--- config.mk ---
export PLATFORM = sky130hd
export DESIGN_NAME = demux_stream
export DESIGN_NICKNAME = d
export VERILOG_FILES = /design/src/rtl/demux_stream.sv
export SDC_FILE = /design/constraint.sdc
export NUM_CORES = 1
export LEC_CHECK = 0
export BUFFER_PORTS_ARGS = -buffer_cell sky130_fd_sc_hd__buf_4
export CORE_UTILIZATION = 30
export CTS_CLUSTER_SIZE = 24
export DETAILED_ROUTE_END_ITERATION = 10
export PLACE_DENSITY = 0.61
export SLEW_MARGIN = 10
export SYNTH_ARGS = -nofsm -noshare
export SYNTH_HDL_FRONTEND = slang
export SYNTH_SLANG_ARGS = --single-unit
--- constraint.sdc ---
create_clock -name clk -period 2.53 [get_ports clk]
set_input_delay 0.253 -clock clk [delete_from_list [all_inputs] [get_ports clk]]
set_output_delay 0.253 -clock clk [all_outputs]
set_load 0.05 [all_outputs]
--- src/rtl/demux_stream.sv ---
// demux_stream: registered 1-to-N_OUT valid/ready stream demultiplexer with packet-level routing.
// Define DEMUX_STATS_EN to enable the forwarded/dropped packet counters; otherwise they read 0.
module demux_stream #(
  parameter int N_OUT  = 2,
  parameter int SEL_W  = 1,
  parameter int DATA_W = 8
) (
  input  logic                    clk,
  input  logic                    rst,
  input  logic [DATA_W-1:0]       in_data,
  input  logic                    in_valid,
  input  logic                    in_last,
  output logic                    in_ready,
  input  logic [SEL_W-1:0]        sel,
  output logic [N_OUT*DATA_W-1:0] out_data,
  output logic [N_OUT-1:0]        out_valid,
  output logic [N_OUT-1:0]        out_last,
  input  logic [N_OUT-1:0]        out_ready,
  output logic                    drop_pulse,
  output logic [15:0]             pkt_count,
  output logic [15:0]             drop_count
);

  typedef enum logic [1:0] {
    IDLE = 2'd0,
    FWD  = 2'd1,
    DROP = 2'd2
  } state_t;

  state_t             state_r;
  state_t             state_n_s;
  logic [SEL_W-1:0]   dest_r;
  logic [SEL_W-1:0]   dest_n_s;
  logic [SEL_W-1:0]   load_dest_s;
  logic               hold_valid_r;
  logic               hold_last_r;
  logic [DATA_W-1:0]  hold_data_r;
  logic [SEL_W-1:0]   hold_dest_r;
  logic               sel_ok_s;
  logic               lane_ready_s;
  logic               pass_ready_s;
  logic               drain_s;
  logic               in_ready_s;
  logic               load_s;
  logic               drop_last_s;
  logic               drop_pulse_r;

  // N_OUT fits in SEL_W+1 bits, so the widened compare is exact.
  assign sel_ok_s = ({1'b0, sel} < (SEL_W + 1)'(N_OUT));

  // Ready of whichever lane the holding register currently targets.
  always_comb begin
    lane_ready_s = 1'b0;
    for (int k = 0; k < N_OUT; k++) begin
      lane_ready_s = lane_ready_s | (out_ready[k] & (hold_dest_r == SEL_W'(k)));
    end
  end

  assign drain_s      = hold_valid_r && lane_ready_s;
  assign pass_ready_s = !rst && (!hold_valid_r || lane_ready_s);
  assign in_ready     = in_ready_s;

  // Packet FSM: decides readiness, loads and drops for the current beat.
  always_comb begin
    state_n_s   = state_r;
    dest_n_s    = dest_r;
    load_dest_s = dest_r;
    in_ready_s  = 1'b0;
    load_s      = 1'b0;
    drop_last_s = 1'b0;
    case (state_r)
      IDLE: begin
        if (sel_ok_s) begin
          in_ready_s = pass_ready_s;
          if (in_valid && in_ready_s) begin
            load_s      = 1'b1;
            load_dest_s = sel;
            dest_n_s    = sel;
            state_n_s   = in_last ? IDLE : FWD;
          end else begin
            state_n_s = IDLE;
          end
        end else begin
          // Unroutable packets are swallowed without ever stalling ingress.
          in_ready_s = !rst;
          if (in_valid && in_ready_s) begin
            drop_last_s = in_last;
            state_n_s   = in_last ? IDLE : DROP;
          end else begin
            state_n_s = IDLE;
          end
        end
      end
      FWD: begin
        in_ready_s = pass_ready_s;
        if (in_valid && in_ready_s) begin
          load_s    = 1'b1;
          state_n_s = in_last ? IDLE : FWD;
        end else begin
          state_n_s = FWD;
        end
      end
      DROP: begin
        in_ready_s = !rst;
        if (in_valid && in_ready_s) begin
          drop_last_s = in_last;
          state_n_s   = in_last ? IDLE : DROP;
        end else begin
          state_n_s = DROP;
        end
      end
      default: begin
        state_n_s = IDLE;
      end
    endcase
  end

  // FSM state and latched packet destination.
  always_ff @(posedge clk) begin
    if (rst) begin
      state_r <= IDLE;
      dest_r  <= '0;
    end else begin
      state_r <= state_n_s;
      dest_r  <= dest_n_s;
    end
  end

  // Single holding register; a load wins over a drain so full throughput is kept.
  always_ff @(posedge clk) begin
    if (rst) begin
      hold_valid_r <= 1'b0;
      hold_last_r  <= 1'b0;
      hold_data_r  <= '0;
      hold_dest_r  <= '0;
    end else if (load_s) begin
      hold_valid_r <= 1'b1;
      hold_last_r  <= in_last;
      hold_data_r  <= in_data;
      hold_dest_r  <= load_dest_s;
    end else if (drain_s) begin
      hold_valid_r <= 1'b0;
      hold_last_r  <= 1'b0;
      hold_data_r  <= '0;
      hold_dest_r  <= '0;
    end
  end

  // Drop notification, one cycle after the final dropped beat.
  always_ff @(posedge clk) begin
    if (rst) begin
      drop_pulse_r <= 1'b0;
    end else begin
      drop_pulse_r <= drop_last_s;
    end
  end

  assign drop_pulse = drop_pulse_r;

  // Lane decode of the holding register; non-destination lanes read zero.
  always_comb begin
    out_valid = '0;
    out_last  = '0;
    out_data  = '0;
    for (int k = 0; k < N_OUT; k++) begin
      out_valid[k]                 = hold_valid_r && (hold_dest_r == SEL_W'(k));
      out_last[k]                  = out_valid[k] & hold_last_r;
      out_data[k*DATA_W +: DATA_W] = out_valid[k] ? hold_data_r : '0;
    end
  end

`ifdef DEMUX_STATS_EN
  logic [15:0] pkt_count_r;
  logic [15:0] drop_count_r;

  // Wrapping packet statistics.
  always_ff @(posedge clk) begin
    if (rst) begin
      pkt_count_r  <= 16'd0;
      drop_count_r <= 16'd0;
    end else begin
      if (drain_s && hold_last_r) begin
        pkt_count_r <= pkt_count_r + 16'd1;
      end
      if (drop_last_s) begin
        drop_count_r <= drop_count_r + 16'd1;
      end
    end
  end

  assign pkt_count  = pkt_count_r;
  assign drop_count = drop_count_r;
`else
  assign pkt_count  = 16'd0;
  assign drop_count = 16'd0;
`endif

endmodule

==> run metrics, run 1 <==
total global routing overflow=0; CTS H-tree depth=1; Final Power=between 0.6 and 0.7 mW; CTS tree=done; Post-Place Cell Area=1250 um2; # Max-Cap Violations=0; flops & latches, synth=15; P per Cell Area=487 nW/um2; Skew-Pair Late Insertion Delay=0.27 ns; Tcrit/Tclk final=78.9%; final WL=2.24 mm; run status=finished clean; setup tns final=0 ns; setup violators final=0; clk sink count=15; share of cells above drive strength 1=a little under a third; syn_area_per_cell=8.35 um2; clock root cell=clkbuf_4; Synth cell types=24; crit path capture type=output pin; yosys warns=0; first-pass GRT wire length=3.46 mm; post-synth top area cell=dfxtp_1; DR vias=about 890; vias per inst=around 4.3; ranking of synthesized cells by area=dfxtp_1 28%, buf_4 22%, a2111oi_0 8.1%; initial antenna violation count=0; RSZ-0062 raised after global routing=false; arrival time at the worst endpoint=1.74 ns; CORE AREA=between 3000 and 4000 um2; Die Area=3830 um2; ant diodes=0; hold buffers post-CTS=0; sequential element share of the synthesized area=27.9%; most frequent cells in the layout=38 x buf_4, 32 x conb_1, 15 x dfxtp_1; top-area cell type share of the netlist area=27.9%; Mapped Area=1080 um2; Leak=0.669 nW; crit-path max FO=13; Max Clk Rate=501 MHz; gr usage total=about an eighth; Slew @ Worst Pin=roughly 0.55 ns; Max clock buf depth=2; vias in the first global route=approximately 790; Fin Hold WS=between 0.15 and 0.2 ns; Area Growth Syn to Fin=18.9%; Antenna Nets Post-Route=0; Max-slew headroom=63.3%; Hold Path Class=input port to flip-flop; row count=21; largest net degree at the start of global routing=26; post-CTS resize count=0; clk_skew=roughly 0.0005 ns; Die Span Y=61.9 um; IO Port Bufs=36; dpl hpwl=1.72 mm; Crit path required time=between 2 and 2.5 ns; Syn Inst Count=between 100 and 150; fin. max-slew vios=0; gpl congestion=roughly 0.76; DR iter-0 viols=18; Post-route DRC=0; Worst-path clk slew=0.09 ns; most common cell after layout, fill and taps aside=buf_4; I/O pin total=a little under 70; Final Hold Fails=0; First-pass DRT Iterations=4; TritonCTS buffer count=3; cell area after layout=1280 um2; Setup Crit Path Kind=flip-flop to output pin; DIE WIDTH=61.9 um; peak supply drop=0.000253 V; Final min period=roughly 2 ns; initial cell density of the core=31.8%; Setup crit start kind=flip-flop; Post-CTS Setup Inserts=0; routed len/inst=10.8 um; Final #Nets=178
-- per-stage QoR --
step,utilization [%],setup WS (ns),std cells
2_1_floorplan,-,0.449,160
3_3_place_gp,37.0,0.912,204
3_5_place_dp,37.0,0.839,204
4_1_cts,37.8,0.522,208
5_1_grt,37.8,0.345,208
6_report,37.8,0.534,208
-- cell usage after synthesis, drive strengths merged --
cell type  instances
a21oi              3
a211oi             1
nand2b             4
a2111oi           10
inv               10
a21boi             1
nand2              4
and2              10
buf               36
conb               1
dfxtp             15
o21ba              1
a31o              10
and3               9
a21o               2
nor2               3
mux2i              4
clkbuf             4
or2                1
-- worst paths after layout --
check	from	endpoint	slack (ns)	depth (start not counted)
setup / recovery	hold_dest_r	in_ready	0.53	4
hold / removal	in_last	state_r[1]	0.17	2
setup reg to reg	hold_dest_r	hold_data_r[5]	0.83	4
hold reg to reg	dest_r	dest_r	0.50	2
-- layer usage --
metal / track usage [%] / vias up / share of wire [%]
met3: 2.28 / 0 / 7.5
met1: 14.8 / 403 / 44
met4: 3.81 / 0 / 0
met5: 0 / - / 0
met2: 22.3 / 43 / 49
li1: - / 443 / -
-- logic make-up (layout without fill, tap and decap cells) --
logic type	Yosys count	count (layout)	synth area share [%]
buf+inv	50	52	29.6
flops	15	15	27.9
other cells	1	32	0.348
mux	4	4	4.06
simple gates	31	31	16.5
compound gates	28	28	21.6
-- sequential cells by signal, indices dropped and copies added (netlist names) --
name,flops
hold_last_r,1
hold_data_r,8
state_r,2
drop_pulse,1
dest_r,1
hold_dest_r,1
hold_valid_r,1
-- power by group --
part / switching (mW) / internal (mW) / leakage, nW
registers: 0.0114 / 0.250 / 0.123
clock network: 0.0737 / 0.0610 / 0.0150
logic: 0.177 / 0.0504 / 0.531
-- worst max-delay path: stages (launching register included) --
cell	delay (ns)
dfxtp_1	0.57
mux2i_2	0.46
a21o_2	0.19
a21oi_1	0.06
buf_4	0.19
-- layout make-up --
type                    count  area, um2
fillers                   355       2110
repair buffers             38        285
well taps                  46       57.6
inverters                  10       37.5
clock buffers               4       26.3
multi-input cells          95        574
flip-flops and latches     15        300
Note: power is estimated with default switching activity, not from simulation.
==> inputs of run 2 (changes only) <==
--- a/config.mk
+++ b/config.mk
@@ -9,7 +9,7 @@
 export CORE_UTILIZATION = 30
 export CTS_CLUSTER_SIZE = 24
 export DETAILED_ROUTE_END_ITERATION = 10
-export PLACE_DENSITY = 0.61
+export PLACE_DENSITY = 0.63
 export SLEW_MARGIN = 10
 export SYNTH_ARGS = -nofsm -noshare
 export SYNTH_HDL_FRONTEND = slang
==> constraint.sdc (replaced) <==
create_clock -name clk -period 1.8 [get_ports clk]
set_input_delay 0.18 -clock clk [delete_from_list [all_inputs] [get_ports clk]]
set_output_delay 0.18 -clock clk [all_outputs]
set_load 0.05 [all_outputs]
==> run metrics, run 2 (synthesis gave the netlist of run 1 again) <==
HP Start=in_last (unchanged); Die Span Y=61.9 um (unchanged); final WL=2.37 mm (was 2.24 mm); Largest regs=hold_data_r: 8 flops, state_r: 2 flops (unchanged); run status=finished clean (unchanged); clk_skew=0.00950 ns (was 0.000515 ns); Setup Crit Path Kind=flip-flop to output pin (unchanged); CTS tree=done (unchanged); Post-route DRC=0 (unchanged); peak supply drop=0.000215 V (was 0.000253 V); IO Port Bufs=36 (unchanged); most frequent cells in the layout=40 x buf_4, 32 x conb_1, 15 x dfxtp_1 (was 38 x buf_4, 32 x conb_1, 15 x dfxtp_1); arrival time at the worst endpoint=1.50 ns (was 1.74 ns); largest register by flop count=hold_data_r (unchanged); Worst Hold Path EP=state_r[1] (unchanged); Fin Hold WS=0.0814 ns (was 0.171 ns); Leak=0.683 nW (was 0.669 nW); TritonCTS buffer count=3 (unchanged); Final #Nets=180 (was 178); Hold Path Class=input port to flip-flop (unchanged); Crit path required time=1.62 ns (was 2.28 ns); post-route setup slack=0.117 ns (was 0.534 ns); final std cells w/o fill=210 (was 208); gpl congestion=0.731 (was 0.760); total global routing overflow=0 (unchanged); fin. max-slew vios=0 (unchanged); vias per inst=4.44 (was 4.27); RSZ-0062 raised after global routing=false (unchanged); r2r startpoint=hold_dest_r (unchanged); # Max-Cap Violations=0 (unchanged); Post-CTS Setup Inserts=0 (unchanged); clock root cell=clkbuf_4 (unchanged); Tcrit/Tclk final=around 94%; Final Hold Fails=0 (unchanged); placed cells=206 (was 204); CORE AREA=3390 um2 (unchanged); I/O pin total=69 (unchanged); gr usage total=12.9% (was 12.4%); crit-path max FO=8 (was 13); initial cell density of the core=31.8% (unchanged); cell area after layout=1310 um2 (was 1280 um2); Area Growth Syn to Fin=21.5% (was 18.9%); clk sink count=15 (unchanged); CTS H-tree depth=1 (unchanged); crit path from=hold_dest_r (unchanged); slowest stage delay, CP=0.41 ns (was 0.57 ns); Slew @ Worst Pin=0.586 ns (was 0.549 ns); Place WS=0.307 ns (was 0.839 ns); hold buffers post-CTS=0 (unchanged); routed len/inst=11.3 um (was 10.8 um); # fillers=362 (was 355); setup violators final=0 (unchanged); row count=21 (unchanged); Antenna Nets Post-Route=0 (unchanged); First-pass DRT Iterations=4 (unchanged); Slowest-stage cell, CP=mux2i_2 (was dfxtp_1); Final min period=1.68 ns; RR Endpoint=hold_data_r[5] (unchanged); crit path capture type=output pin (unchanged); Max-slew headroom=59.9% (was 63.3%); r2r worst-path depth=4 (unchanged); ant diodes=0 (unchanged); DR vias=933 (was 889); DIE WIDTH=61.9 um (unchanged); dpl hpwl=1.78 mm (was 1.72 mm); r2r setup slk=0.25 ns (was 0.83 ns); post-CTS resize count=0 (unchanged); first-pass GRT wire length=3.71 mm (was 3.46 mm); critical path's top delay family=multiplexers (was flip-flops); critical-path cell list=mux2i_2, a21o_2, a21oi_2, buf_4 (was mux2i_2, a21o_2, a21oi_1, buf_4); Post-Place Cell Area=1280 um2 (was 1250 um2); initial antenna violation count=0 (unchanged); Worst-path clk slew=0.10 ns (was 0.09 ns); Layout Utilization=38.6% (was 37.8%); largest net degree at the start of global routing=18 (was 26); setup tns final=0 ns (unchanged); max FFs per register=8 (unchanged); CP Buf/Inv Count=1 (unchanged); hold depth=2 (unchanged); Final Power=0.893 mW (was 0.623 mW); Max Clk Rate=slightly below 600 MHz; vias in the first global route=824 (was 793); Max clock buf depth=2 (unchanged); most common cell after layout, fill and taps aside=buf_4 (unchanged); Skew-Pair Late Insertion Delay=0.28 ns (was 0.27 ns); P per Cell Area=682 nW/um2 (was 487 nW/um2); Die Area=3830 um2 (unchanged); DR iter-0 viols=13 (was 18); share of cells above drive strength 1=34.1% (was 31.5%); Setup crit start kind=flip-flop (unchanged)
==> run 2: changes by cell type in the layout (fill, tap and decap cells not counted), sizes merged <==
| cell | before | now |
|---|---|---|
| buf | 38 | 40 |
| clkinv | 0 | 1 |
| clkbuf | 4 | 3 |
==> run 2: per-layer routing <==
| layer | vias to the layer above | track usage (%) | wire length (um) |
|---|---|---|---|
| met3 | 2 | 2.69 | 137 |
| li1 | 453 | - | - |
| met4 | 0 | 5.08 | 19 |
| met2 | 37 | 20.3 | 1170 |
| met1 | 441 | 17.1 | 1040 |
| met5 | - | 0 | 0 |
==> run 2: how the worst max path moves through the flow <==
stage | slack [ns] | end | depth (start not counted)
4_1_cts | 0.06 | out_data[2] | 4
3_5_place_dp | 0.31 | hold_data_r[5] | 4
5_1_grt | 0.02 | in_ready | 4
2_1_floorplan | 0.10 | out_data[0] | 3
3_3_place_gp | 0.38 | hold_data_r[1] | 4
6_report | 0.12 | in_ready | 4
==> run 2: report_power, final <==
group | switching [mW] | leakage [nW] | internal (mW)
sequential | 0.0136 | 0.123 | 0.351
clock | 0.113 | 0.0177 | 0.0824
combinational | 0.257 | 0.542 | 0.0760
==> run 2: final cells by class <==
type | count | area [um2] | share of cell area [%]
multi-input cells | 95 | 586 | 44.7
flip-flops and latches | 15 | 300 | 22.9
repair buffers | 40 | 300 | 22.9
well taps | 46 | 57.6 | 4.40
inverters | 10 | 37.5 | 2.87
clock buffers | 3 | 22.5 | 1.72
clock inverters | 1 | 5.00 | 0.382
==> run 2: worst reg2reg max path: cells and delay by family (launching register included) <==
| kind | cells | cell delay [ns] |
|---|---|---|
| multiplexers | 1 | 0.21 |
| flip-flops | 1 | 0.34 |
| buffers and inverters | 1 | 0.20 |
| AO/OA/AOI/OAI | 2 | 0.75 |
==> inputs of run 3 (changes only) <==
--- a/config.mk
+++ b/config.mk
@@ -5,11 +5,11 @@
 export SDC_FILE = /design/constraint.sdc
 export NUM_CORES = 1
 export LEC_CHECK = 0
-export BUFFER_PORTS_ARGS = -buffer_cell sky130_fd_sc_hd__buf_4
 export CORE_UTILIZATION = 30
 export CTS_CLUSTER_SIZE = 24
 export DETAILED_ROUTE_END_ITERATION = 10
-export PLACE_DENSITY = 0.63
+export DONT_BUFFER_PORTS = 1
+export PLACE_DENSITY = 0.46
 export SLEW_MARGIN = 10
 export SYNTH_ARGS = -nofsm -noshare
 export SYNTH_HDL_FRONTEND = slang
==> run metrics, run 3 (synthesis gave the netlist of run 1 again) <==
DR iter-0 viols=19 (was 13); initial antenna violation count=0 (unchanged); IO Port Bufs=0 (was 36); share of cells above drive strength 1=25.7% (was 34.1%); clk_skew=0.00206 ns (was 0.00950 ns); setup violators final=0 (unchanged); CTS H-tree depth=1 (unchanged); Die Area=3830 um2 (unchanged); First-pass DRT Iterations=4 (unchanged); CP Buf/Inv Count=2 (was 1); r2r setup slk=0.30 ns (was 0.25 ns); crit-path max FO=12 (was 8); dpl hpwl=1.68 mm (was 1.78 mm); Skew-Pair Late Insertion Delay=0.28 ns (about the same); # fillers=356 (was 362); DIE WIDTH=61.9 um (unchanged); max FFs per register=8 (unchanged); Place WS=0.387 ns (was 0.307 ns); clock root cell=clkbuf_4 (unchanged); first-pass GRT wire length=3.71 mm (unchanged); initial cell density of the core=31.8% (unchanged); HP Start=sel (was in_last); I/O pin total=69 (unchanged); run status=finished clean (unchanged); largest register by flop count=hold_data_r (unchanged); total global routing overflow=0 (unchanged); gr usage total=13.4% (was 12.9%); RR Endpoint=state_r[1] (was hold_data_r[5]); Largest regs=hold_data_r: 8 flops, state_r: 2 flops (unchanged); setup tns final=0 ns (unchanged); final std cells w/o fill=198 (was 210); vias in the first global route=826 (was 824); final WL=2.37 mm (about the same); Tcrit/Tclk final=93.0% (was 93.5%); P per Cell Area=667 nW/um2 (was 682 nW/um2); # Max-Cap Violations=0 (unchanged); Leak=0.646 nW (was 0.683 nW); most frequent cells in the layout=32 x conb_1, 15 x dfxtp_1, 15 x buf_4 (was 40 x buf_4, 32 x conb_1, 15 x dfxtp_1); fin. max-slew vios=0 (unchanged); r2r startpoint=state_r[0] (was hold_dest_r); critical-path cell list=buf_4, nor2_2, and2_1, buf_12 (was mux2i_2, a21o_2, a21oi_2, buf_4); Setup Crit Path Kind=flip-flop to output pin (unchanged); DR vias=878 (was 933); Post-CTS Setup Inserts=0 (unchanged); routed len/inst=11.9 um (was 11.3 um); Antenna Nets Post-Route=0 (unchanged); row count=21 (unchanged); Area Growth Syn to Fin=23.9% (was 21.5%); Post-route DRC=0 (unchanged); TritonCTS buffer count=3 (unchanged); Final Power=0.891 mW (was 0.893 mW); ant diodes=0 (unchanged); CTS tree=done (unchanged); Setup crit start kind=flip-flop (unchanged); CORE AREA=3390 um2 (unchanged); Final min period=1.67 ns (was 1.68 ns); vias per inst=4.43 (was 4.44); gpl congestion=0.731 (unchanged); Final Hold Fails=0 (unchanged); slowest stage delay, CP=0.34 ns (was 0.41 ns); Slowest-stage cell, CP=dfxtp_1 (was mux2i_2); placed cells=190 (was 206); hold depth=2 (unchanged); most common cell after layout, fill and taps aside=conb_1 (was buf_4); Worst Hold Path EP=dest_r (was state_r[1]); Final #Nets=168 (was 180); crit path capture type=output pin (unchanged); Hold Path Class=input port to flip-flop (unchanged); RSZ-0062 raised after global routing=false (unchanged); r2r worst-path depth=4 (unchanged); Max Clk Rate=597 MHz (was 594 MHz); critical path's top delay family=simple AND/OR/NAND/NOR gates (was multiplexers); clk sink count=15 (unchanged); Layout Utilization=39.4% (was 38.6%); arrival time at the worst endpoint=1.49 ns (was 1.50 ns); Max clock buf depth=2 (unchanged); Die Span Y=61.9 um (unchanged); Crit path required time=1.62 ns (about the same); Worst-path clk slew=0.10 ns (about the same); peak supply drop=0.000282 V (was 0.000215 V); post-route setup slack=0.125 ns (was 0.117 ns); largest net degree at the start of global routing=18 (unchanged)
-- run 3: per-layer routing --
metal  up-vias  share of wire (%)  GRT usage (%)  routed length (um)
met4         0               0.89           6.98                  21
li1        426                  -              -                   -
met1       395                 44           15.7                1050
met5         -                  0              0                   0
met3         2                9.0           4.35                 213
met2        55                 46           21.7                1090
-- run 3: timing repair --
action	in CTS	in global routing
gates resized for setup	0	0
hold buffers	4	0
hold endpoints to repair	3	0
-- run 3: how the worst max path moves through the flow --
| stage | startpoint | to | depth (start not counted) |
|---|---|---|---|
| 6_report | hold_dest_r | out_data[7] | 4 |
| 5_1_grt | hold_dest_r | out_data[7] | 4 |
| 4_1_cts | hold_dest_r | out_data[4] | 4 |
| 3_5_place_dp | state_r[1] | hold_data_r[3] | 3 |
| 3_3_place_gp | state_r[1] | hold_dest_r | 3 |
| 2_1_floorplan | hold_valid_r | out_data[0] | 3 |
-- run 3: where the power goes --
group | total, mW | switching [mW] | internal, mW
registers | 0.364 | 0.0130 | 0.351
clock network | 0.203 | 0.117 | 0.0860
logic | 0.323 | 0.249 | 0.0742
-- run 3: area by class of cell --
class                      count  area (um2)  share of cell area [%]
tap                           46        57.6                    4.31
timing repair buffer          28         333                    24.9
sequential                    15         300                    22.5
multi-input combinational     95         581                    43.5
clock buffer                   4        26.3                    1.97
inverter                      10        37.5                    2.81
-- run 3: stage by stage --
step / area, um2 / hold WS [ns]
finish: 1340 / 0.0429
global route: 1340 / 0.0571
CTS: 1340 / 0.0412
detailed placement: 1270 / 0.257
global placement: 1270 / 0.252
floorplan: 1200 / 0.267
